===== src/rtl/uart_tx_fifo_pkg.sv =====
// Shared definitions for the buffered UART transmitter: FSM encoding,
// frame geometry and bit-period derivation.
package uart_tx_fifo_pkg;

  typedef enum logic [1:0] {
    IDLE  = 2'd0,
    START = 2'd1,
    DATA  = 2'd2,
    STOP  = 2'd3
  } tx_state_e;

  localparam int unsigned FRAME_BITS = 10;
  localparam int unsigned DATA_BITS  = 8;

  // Clocks per bit; integer truncation, no fractional correction.
  function automatic int unsigned calc_div(input int unsigned clk_freq,
                                           input int unsigned baud);
    return clk_freq / baud;
  endfunction

endpackage


===== src/rtl/sync_fifo.sv =====
// Single-clock FIFO with registered full/empty/count flags.
// Power-of-two DEPTH; pointers wrap naturally.
module sync_fifo #(
  parameter int unsigned WIDTH = 8,
  parameter int unsigned DEPTH = 8
) (
  input  logic                   clk,
  input  logic                   reset,
  input  logic                   wr_en,
  input  logic [WIDTH-1:0]       din,
  input  logic                   rd_en,
  output logic [WIDTH-1:0]       dout,
  output logic                   full,
  output logic                   empty,
  output logic [$clog2(DEPTH):0] count
);

  localparam int unsigned AW = $clog2(DEPTH);

  logic [WIDTH-1:0] mem_q [DEPTH];
  logic [AW-1:0]    wr_ptr_q, rd_ptr_q;
  logic [AW:0]      count_q, count_d;
  logic             full_q, empty_q;
  logic             push, pop;

  // Acceptance uses the registered flags, so a write into a full FIFO is
  // dropped even when a pop happens on the same edge.
  assign push = wr_en && !full_q;
  assign pop  = rd_en && !empty_q;

  always_comb begin
    count_d = count_q;
    unique case ({push, pop})
      2'b10:   count_d = count_q + 1'b1;
      2'b01:   count_d = count_q - 1'b1;
      default: count_d = count_q;
    endcase
  end

  always_ff @(posedge clk) begin
    if (reset) begin
      wr_ptr_q <= '0;
      rd_ptr_q <= '0;
      count_q  <= '0;
      full_q   <= 1'b0;
      empty_q  <= 1'b1;
    end else begin
      if (push) wr_ptr_q <= wr_ptr_q + 1'b1;
      if (pop)  rd_ptr_q <= rd_ptr_q + 1'b1;
      count_q <= count_d;
      full_q  <= (count_d == (AW+1)'(DEPTH));
      empty_q <= (count_d == '0);
    end
  end

  always_ff @(posedge clk) begin
    if (push) mem_q[wr_ptr_q] <= din;
  end

  assign dout  = mem_q[rd_ptr_q];
  assign full  = full_q;
  assign empty = empty_q;
  assign count = count_q;

endmodule


===== src/rtl/uart_tx_fifo.sv =====
// Buffered 8N1 UART transmitter: bytes queue in a sync_fifo and are
// serialized LSB first with back-to-back frames when data is waiting.
module uart_tx_fifo
  import uart_tx_fifo_pkg::*;
#(
  parameter int unsigned CLK_FREQ = 100_000_000,
  parameter int unsigned BAUD     = 9600,
  parameter int unsigned DEPTH    = 8
) (
  input  logic                   clk,
  input  logic                   reset,
  input  logic [7:0]             data_in,
  input  logic                   wr_en,
  output logic                   tx,
  output logic                   busy,
  output logic                   full,
  output logic                   empty,
  output logic [$clog2(DEPTH):0] count,
  output logic                   overflow
);

  localparam int unsigned DIV = calc_div(CLK_FREQ, BAUD);
  localparam int unsigned BW  = (DIV > 1) ? $clog2(DIV) : 1;
  localparam logic [BW-1:0] BAUD_LAST = BW'(DIV - 1);
  localparam logic [2:0]    BIT_LAST  = 3'(DATA_BITS - 1);

  tx_state_e     state_q;
  logic [BW-1:0] baud_q;
  logic [2:0]    bit_q;
  logic [7:0]    shift_q;
  logic          tx_q, busy_q, overflow_q;

  logic          baud_done, pop;
  logic [7:0]    fifo_dout;
  logic          fifo_full, fifo_empty;

  sync_fifo #(
    .WIDTH (8),
    .DEPTH (DEPTH)
  ) u_fifo (
    .clk   (clk),
    .reset (reset),
    .wr_en (wr_en),
    .din   (data_in),
    .rd_en (pop),
    .dout  (fifo_dout),
    .full  (fifo_full),
    .empty (fifo_empty),
    .count (count)
  );

  assign baud_done = (baud_q == BAUD_LAST);
  // Pop from IDLE, or at the last clock of STOP so the next start bit
  // follows the stop bit with no idle gap.
  assign pop = !fifo_empty &&
               ((state_q == IDLE) || ((state_q == STOP) && baud_done));

  always_ff @(posedge clk) begin
    if (reset) begin
      state_q <= IDLE;
      baud_q  <= '0;
      bit_q   <= '0;
      shift_q <= '0;
      tx_q    <= 1'b1;
      busy_q  <= 1'b0;
    end else begin
      unique case (state_q)
        IDLE: begin
          tx_q   <= 1'b1;
          busy_q <= 1'b0;
          if (pop) begin
            shift_q <= fifo_dout;
            bit_q   <= '0;
            baud_q  <= '0;
            tx_q    <= 1'b0;
            busy_q  <= 1'b1;
            state_q <= START;
          end
        end
        START: begin
          if (baud_done) begin
            baud_q  <= '0;
            tx_q    <= shift_q[0];
            state_q <= DATA;
          end else begin
            baud_q <= baud_q + 1'b1;
          end
        end
        DATA: begin
          if (baud_done) begin
            baud_q <= '0;
            if (bit_q == BIT_LAST) begin
              tx_q    <= 1'b1;
              state_q <= STOP;
            end else begin
              shift_q <= shift_q >> 1;
              tx_q    <= shift_q[1];
              bit_q   <= bit_q + 3'd1;
            end
          end else begin
            baud_q <= baud_q + 1'b1;
          end
        end
        STOP: begin
          if (baud_done) begin
            baud_q <= '0;
            if (pop) begin
              shift_q <= fifo_dout;
              bit_q   <= '0;
              tx_q    <= 1'b0;
              state_q <= START;
            end else begin
              tx_q    <= 1'b1;
              busy_q  <= 1'b0;
              state_q <= IDLE;
            end
          end else begin
            baud_q <= baud_q + 1'b1;
          end
        end
        default: begin
          tx_q    <= 1'b1;
          busy_q  <= 1'b0;
          state_q <= IDLE;
        end
      endcase
    end
  end

  always_ff @(posedge clk) begin
    if (reset)                 overflow_q <= 1'b0;
    else if (wr_en && fifo_full) overflow_q <= 1'b1;
  end

  assign tx       = tx_q;
  assign busy     = busy_q;
  assign full     = fifo_full;
  assign empty    = fifo_empty;
  assign overflow = overflow_q;

endmodule


===== config.mk =====
export PLATFORM = sky130hd
export DESIGN_NAME = uart_tx_fifo
export DESIGN_NICKNAME = d
export VERILOG_FILES = /design/src/rtl/uart_tx_fifo_pkg.sv /design/src/rtl/sync_fifo.sv /design/src/rtl/uart_tx_fifo.sv
export SDC_FILE = /design/constraint.sdc
export NUM_CORES = 1
export LEC_CHECK = 0
export CAP_MARGIN = 40
export CORE_UTILIZATION = 39
export DETAILED_ROUTE_END_ITERATION = 16
export PLACE_DENSITY_LB_ADDON = 0.2
export SYNTH_ARGS = -nofsm -noshare
export SYNTH_HDL_FRONTEND = slang
export SYNTH_SLANG_ARGS = --single-unit

===== constraint.sdc =====
create_clock -name clk -period 5.5 [get_ports clk]
set_input_delay 1.375 -clock clk [delete_from_list [all_inputs] [get_ports clk]]
set_output_delay 1.375 -clock clk [all_outputs]
set_load 0.01 [all_outputs]

==> reports/metrics.yaml, run 1 <==
number_of_global_route_vias_before_repair: 2705
maxSlewHeadroom_pct: 40.9
clock_path_buffers: 2
reg2regPathDepth: 12
wl_per_cell_um: 15.6
post-route-period-util_pct: 62.7
post_synth_xor_area_fraction_pct: 3.23
num-nets-final: 408
grt_overflow: 0
antennaDiodeCount: 0
post_synthesis_register_bit_count: 109
setup.worst_path.start_class: "input port"
crit_path_max_fanout: 5
maxCapViolCount: 0
pwr_density_cell_nw_per_um2: 439
layout-drive-gt1-share_pct: 12.9
main_combinational_cell_family_by_area_after_synthesis: "simple AND/OR/NAND/NOR gates"
netlist_instances: 358
h_tree_depth_reported_by_cts: 3
totalNegativeSetupSlack_ns: 0
antenna_found_initial: 0
critical_path.reg2reg.startpoint: "baud_q[9]"
area.growth.synth_to_final_pct: 14.8
cts-buffers-inserted: 9
gates_resized_cts_repair: 0
dp_hpwl_um: 5510
worstHoldPathType: "reg -> reg"
die_height_um: 111
unrepaired_setup_endpoints_after_global_routing: "false"
netlist-cell-type-count: 43
fin_crit_ns: 3.45
max_slew.worst_pin.slew_ns: 0.886
worstSetupStartpoint: "wr_en"
async_flop_share_pct: 0
layout_setup_ws_ns: 2.05
drtPass1Iterations: 4
detailedPlace.worstSlack_ns: 1.68
post_cts.repair.setup_buffers: 0
timing.clock.skew_ns: 0.00970
category_of_the_worst_setup_path_capture_point: "flip-flop"
complex_gate_fraction_of_the_synthesized_area_pct: 8.22
cp.depth: 11
dieArea_um2: 12300
timing.critical_path.buf_inv: 2
gp_congestion: 0.756
grtUsageTotal_pct: 14.4
cp.required_ns: 5.75
edff_count_synth: 64
drc: 0
drtIter0Drc: 179
p_leak_nw: 1.77
outcome: "finished clean"
cp-endpoint: "u_fifo.full"
num_vias: 2752
grt_pass1_wl_um: 13700
critPathTopFamily: "buffers and inverters"
synth-adder-area-share_pct: 3.53
ios: 20
ys.flop_type: "sky130_fd_sc_hd__edfxtp_1"
critPathMaxStageDelay_ns: 0.47
criticalPathCategory: "in -> reg"
maximum_number_of_pins_on_one_net_before_global_route_repair: 24
initial_utilization_pct: 40.2
synth_area_in_simple_gates_pct: 13.0
hold_buffers: 0
final.hold.worst_slack_ns: 0.456
fillerInstances: 1069
post_synthesis_average_cell_area_um2: 12.9
sequential_area_share_after_synthesis_pct: 61.2
placeableCoreArea_um2: 11500
worst_skew_pair_later_pin_latency_ns: 0.35
placement.io_buffers: 19
critPathArrivalTime_ns: 3.70
synth.mux.area_fraction_pct: 8.47
rr_endpoint: "u_fifo.full"
slew_violations: 0
dr_vias_cell: 5.17
synth_fp_nets: 382
clk_pin_slew_ns: 0.07
timing.fmax_mhz: 290
finalCoreUtilization_pct: 46.2
cell_area_synth_um2: 4610
ir_worst_vdd_v: 0.000287
finalHoldViolations: 0
critPathSlowestCell: "sky130_fd_sc_hd__clkdlybuf4s50_1"
synth-warning-count: 0
cp_cell_sequence: "clkdlybuf4s50_1 > nor2b_1 > inv_1 > ha_1 > xor2_1 > ha_1 > a21oi_1 > xor2_1 > nor2_1 > xnor2_1 > nor4bb_1"
placementRows: 39
cts_num_sinks: 109
setup_viol: 0
clock_tree.root_cell: "sky130_fd_sc_hd__clkbuf_16"
routed_wl_um: 8300
rrSetupSlack_ns: 2.23
floorplan.die.width_um: 111
cts_tree: "built"
ant_nets: 0
==> cell families after synthesis <==
group	Yosys count
AO/OA/AOI/OAI	58
buffers and inverters	27
adder cells (fa/ha/maj)	13
XOR/XNOR	17
multiplexers	19
AND/OR/NAND/NOR	115
flip-flops	109
==> cells in the mapped netlist (3+ instances only) <==
cell / count / area [um2]
sky130_fd_sc_hd__edfxtp_1: 64 / 1920
sky130_fd_sc_hd__dfxtp_1: 45 / 901
sky130_fd_sc_hd__nor2_1: 33 / 124
sky130_fd_sc_hd__nand2_1: 27 / 101
sky130_fd_sc_hd__a21oi_1: 22 / 110
sky130_fd_sc_hd__mux4_2: 16 / 360
sky130_fd_sc_hd__ha_1: 13 / 163
sky130_fd_sc_hd__xor2_1: 13 / 114
sky130_fd_sc_hd__inv_1: 12 / 45.0
sky130_fd_sc_hd__clkbuf_1: 11 / 41.3
sky130_fd_sc_hd__nand2b_1: 10 / 62.6
sky130_fd_sc_hd__a211oi_1: 9 / 67.6
sky130_fd_sc_hd__nor2b_1: 8 / 50.1
sky130_fd_sc_hd__o21ai_0: 8 / 40.0
sky130_fd_sc_hd__a211o_1: 7 / 61.3
sky130_fd_sc_hd__nand3_1: 7 / 35.0
sky130_fd_sc_hd__nand3b_1: 5 / 37.5
sky130_fd_sc_hd__buf_2: 4 / 20.0
sky130_fd_sc_hd__nand4_1: 4 / 25.0
sky130_fd_sc_hd__nor3_1: 4 / 20.0
sky130_fd_sc_hd__or3_1: 4 / 25.0
sky130_fd_sc_hd__xnor2_1: 4 / 35.0
sky130_fd_sc_hd__a31oi_1: 3 / 18.8
sky130_fd_sc_hd__mux2i_1: 3 / 30.0
==> report_power, final <==
group	leakage (nW)	switching [mW]	internal (mW)	total (mW)
registers	0.947	0.0794	0.957	1.04
clock network	0.136	0.288	0.311	0.600
logic	0.687	0.360	0.326	0.686
==> final cells by class <==
cell class	instances	area [um2]	share of cell area, %
clock buffer	10	229	4.33
clock inverter	6	46.3	0.875
inverter	12	45.0	0.851
multi-input combinational	222	1690	31.9
sequential	109	2820	53.3
tap	143	179	3.38
timing repair buffer	30	280	5.30
==> worst reg2reg max path, cell delays in order, from the launching register on <==
cell and delay, ns:
sky130_fd_sc_hd__dfxtp_1 0.37, sky130_fd_sc_hd__or4b_4 0.54, sky130_fd_sc_hd__nor4_4 0.51, sky130_fd_sc_hd__a21oi_2 0.17, sky130_fd_sc_hd__nor2_1 0.23, sky130_fd_sc_hd__ha_1 0.29
sky130_fd_sc_hd__xor2_1 0.10, sky130_fd_sc_hd__ha_1 0.19, sky130_fd_sc_hd__a21oi_1 0.14, sky130_fd_sc_hd__xor2_1 0.15, sky130_fd_sc_hd__nor2_1 0.06, sky130_fd_sc_hd__xnor2_1 0.21
sky130_fd_sc_hd__nor4bb_1 0.23
==> state kept, by name, indices dropped and copies added (netlist names), 2 cells and up, named ones only <==
register,flops
u_fifo.rd_ptr_q,3
baud_q,14
bit_q,3
u_fifo.mem_q,64
u_fifo.wr_ptr_q,3
shift_q,8
u_fifo.count,4
state_q,2
==> metal layers <==
metal,up-vias,share of wire (%),GRT usage [%],wire length [um]
met5,-,0,0,0
met4,0,1.9,5.69,155
li1,1372,-,-,-
met1,1335,47,18.3,3940
met3,13,2.8,3.66,229
met2,32,48,23.6,3970
==> metrics by stage <==
step,std cells,cell area [um2],power (mW)
after floorplan,358,4610,1.56
after global placement,507,4940,1.73
after detailed placement,516,5020,1.75
after CTS,532,5290,2.35
after global routing,532,5290,2.46
final,532,5290,2.32
==> how the worst min path moves through the flow <==
stage / start / endpoint / cells after the start
detailed placement: shift_q[4] / shift_q[4] / 2
global placement: shift_q[2] / shift_q[2] / 2
CTS: shift_q[4] / shift_q[4] / 2
finish: bit_q[2] / bit_q[2] / 2
global route: shift_q[2] / shift_q[2] / 2
floorplan: shift_q[7] / shift_q[7] / 2
==> layout by cell type, fill, tap and decap left out, drive strengths merged, types with 2 or more instances in the layout <==
cell type	instances
edfxtp	64
dfxtp	45
nor2	33
nand2	27
a21oi	23
clkdlybuf4s50	19
mux4	16
inv	14
xor2	13
ha	13
buf	11
nand2b	10
clkbuf	10
a211oi	9
nor2b	8
o21ai	8
nand3	7
a211o	7
nand3b	5
nand4	4
xnor2	4
or3	4
nor3	4
clkinv	4
mux2i	3
a31oi	3
and3	3
nor4	3
o41ai	2
or3b	2
No activity file was read; power rests on OpenSTA's default activity.
==> inputs of run 2 (changes only) <==
==> constraint.sdc (replaced) <==
create_clock -name clk -period 3 [get_ports clk]
set_input_delay 0.75 -clock clk [delete_from_list [all_inputs] [get_ports clk]]
set_output_delay 0.75 -clock clk [all_outputs]
set_load 0.01 [all_outputs]
==> reports/metrics.yaml, run 2 (synthesized netlist as in run 1, its figures left out) <==
outcome: "finished clean"  # unchanged
crit_path_max_fanout: 5  # unchanged
finalHoldViolations: 0  # unchanged
fillerInstances: 1024  # was 1,069
dieArea_um2: 12300  # unchanged
critPathTopFamily: "simple AND/OR/NAND/NOR gates"  # was buffers and inverters
worstHoldPathType: "reg -> reg"  # unchanged
wl_per_cell_um: 16.2  # was 15.6 um
cts-buffers-inserted: 9  # unchanged
drc: 0  # unchanged
floorplan.die.width_um: 111  # unchanged
critPathArrivalTime_ns: 3.04  # was 3.70 ns
path_common_cell: "sky130_fd_sc_hd__xor2_1"
antennaDiodeCount: 0  # unchanged
placeableCoreArea_um2: 11500  # unchanged
drtPass1Iterations: 4  # unchanged
gp_congestion: 0.835  # was 0.756
critPathSlowestCell: "sky130_fd_sc_hd__or4b_4"  # was sky130_fd_sc_hd__clkdlybuf4s50_1
routed_wl_um: 8880  # was 8300 um
maximum_number_of_pins_on_one_net_before_global_route_repair: 23  # was 24
antenna_found_initial: 0  # unchanged
pwr_density_cell_nw_per_um2: 815  # was 439 nW/um2
setup.worst_path.start_class: "flip-flop"  # was input port
max_slew.worst_pin.slew_ns: 0.715  # was 0.886 ns
layout.cells.non_filler: 547  # was 532
cts_num_sinks: 109  # unchanged
post-route-period-util_pct: 92.8
clock_path_buffers: 2  # unchanged
layout-drive-gt1-share_pct: 16.6  # was 12.9%
biggest_registers_after_layout: "u_fifo.mem_q (64), baud_q (14), shift_q (8)"  # unchanged
grt_pass1_wl_um: 14600  # was 13,700 um
drtIter0Drc: 128  # was 179
finalCoreUtilization_pct: 47.2  # was 46.2%
critPathMaxStageDelay_ns: 0.51  # was 0.47 ns
post-place-cells: 528  # was 516
maxCapViolCount: 0  # unchanged
grt_overflow: 0  # unchanged
slew_violations: 0  # unchanged
final_common_cell: "sky130_fd_sc_hd__edfxtp_1"  # unchanged
largest_register_ff_count: 64  # unchanged
placementRows: 39  # unchanged
timing.clock.skew_ns: 0.00773  # was 0.00970 ns
h_tree_depth_reported_by_cts: 3  # unchanged
worst_skew_pair_later_pin_latency_ns: 0.35  # about the same
area.sequential_um2: 2820  # about the same
most-common-layout-cells: "64 x sky130_fd_sc_hd__edfxtp_1, 44 x sky130_fd_sc_hd__dfxtp_1, 32 x sky130_fd_sc_hd__nor2_1"  # was 64 x sky130_fd_sc_hd__edfxtp_1, 45 x sky130_fd_sc_hd__dfxtp_1, 33 x sky130_fd_sc_hd__nor2_1
grtUsageTotal_pct: 15.7  # was 14.4%
worstSetupStartpoint: "baud_q[10]"  # was wr_en
ant_nets: 0  # unchanged
registers.top_by_ff_count: "u_fifo.mem_q"  # unchanged
area.growth.synth_to_final_pct: 17.4  # was 14.8%
num-nets-final: 423  # was 408
hold_buffers: 0  # unchanged
ios: 20  # unchanged
number_of_global_route_vias_before_repair: 2778  # was 2,705
criticalPathCategory: "reg -> reg"  # was in -> reg
clock_tree.root_cell: "sky130_fd_sc_hd__clkbuf_16"  # unchanged
dp_hpwl_um: 5670  # was 5510 um
clk_pin_slew_ns: 0.07  # about the same
fin_crit_ns: 2.78
placement.io_buffers: 19  # unchanged
cp.required_ns: 3.25  # was 5.75 ns
unrepaired_setup_endpoints_after_global_routing: "false"  # unchanged
p_leak_nw: 1.84  # was 1.77 nW
die_height_um: 111  # unchanged
setup_viol: 0  # unchanged
timing.critical_path.buf_inv: 0  # was 2
initial_utilization_pct: 40.2  # unchanged
critical_path.reg2reg.startpoint: "baud_q[10]"  # was baud_q[9]
dr_vias_cell: 5.18  # was 5.17
num_vias: 2833  # was 2,752
totalNegativeSetupSlack_ns: 0  # unchanged
ir_worst_vdd_v: 0.000570  # was 0.000287 V
multiInputGateArea_um2: 1700  # was 1690 um2
maxSlewHeadroom_pct: 52.2  # was 40.9%
cp_cell_sequence: "or4b_4 > nor4_4 > a21oi_4 > nor2_2 > ha_2 > xor2_1 > ha_1 > a21oi_2 > xor2_1 > nor2_1 > xnor2_1 > nor4bb_1"  # was clkdlybuf4s50_1 > nor2b_1 > inv_1 > ha_1 > xor2_1 > ha_1 > a21oi_1 > xor2_1 > nor2_1 > xnor2_1 > nor4bb_1
timing.hold.worst.start: "shift_q[7]"  # was bit_q[2]
timing.fmax_mhz: 359
cts_tree: "built"  # unchanged
category_of_the_worst_setup_path_capture_point: "flip-flop"  # unchanged
[run 2: final timing paths]
check                      to  slack [ns]  cells past startpoint
setup / recovery  u_fifo.full        0.22                     12
hold / removal     shift_q[7]        0.46                      2
setup reg to reg  u_fifo.full        0.22                     12
hold reg to reg    shift_q[7]        0.46                      2
[run 2: repair_timing]
action                     in CTS  in global routing
hold endpoints to repair        0                  0
resized for setup               0                  5
setup endpoints to repair       0                  2
setup buffers                   0                  3
[run 2: tightest hold or removal path, delay by kind of cell (launching register included)]
family	cells	cell delay, ns
flip-flops	1	0.31
AND/OR/NAND/NOR	1	0.05
AO/OA/AOI/OAI	1	0.05
[run 2: area by class of cell]
type	count	share of cell area, %
clock buffer	10	4.23
clock inverter	6	0.994
inverter	12	0.832
multi-input combinational	222	31.3
sequential	109	52.2
tap	143	3.31
timing repair buffer	45	7.12
[run 2: power breakdown]
part	leakage [nW]	switching [mW]	internal, mW
Combinational	0.755	0.701	0.673
Clock	0.136	0.560	0.582
Sequential	0.948	0.142	1.75
[run 2: stage by stage]
| step | hold WS (ns) | setup slack (ns) | area, um2 | power, mW |
|---|---|---|---|---|
| after floorplan | 0.432 | 0.0752 | 4610 | 2.86 |
| after global placement | 0.441 | 0.119 | 5090 | 3.24 |
| after detailed placement | 0.447 | 0.0614 | 5090 | 3.26 |
| after CTS | 0.457 | 0.178 | 5370 | 4.42 |
| after global routing | 0.475 | 0.00208 | 5410 | 4.68 |
| final | 0.455 | 0.217 | 5410 | 4.41 |
[run 2: metal layers]
| metal | routed length, um | global-route usage (%) | vias to the layer above |
|---|---|---|---|
| li1 | - | - | 1406 |
| met1 | 4050 | 20.0 | 1379 |
| met2 | 4480 | 26.1 | 41 |
| met3 | 268 | 4.54 | 7 |
| met4 | 72 | 3.91 | 0 |
| met5 | 0 | 0 | - |
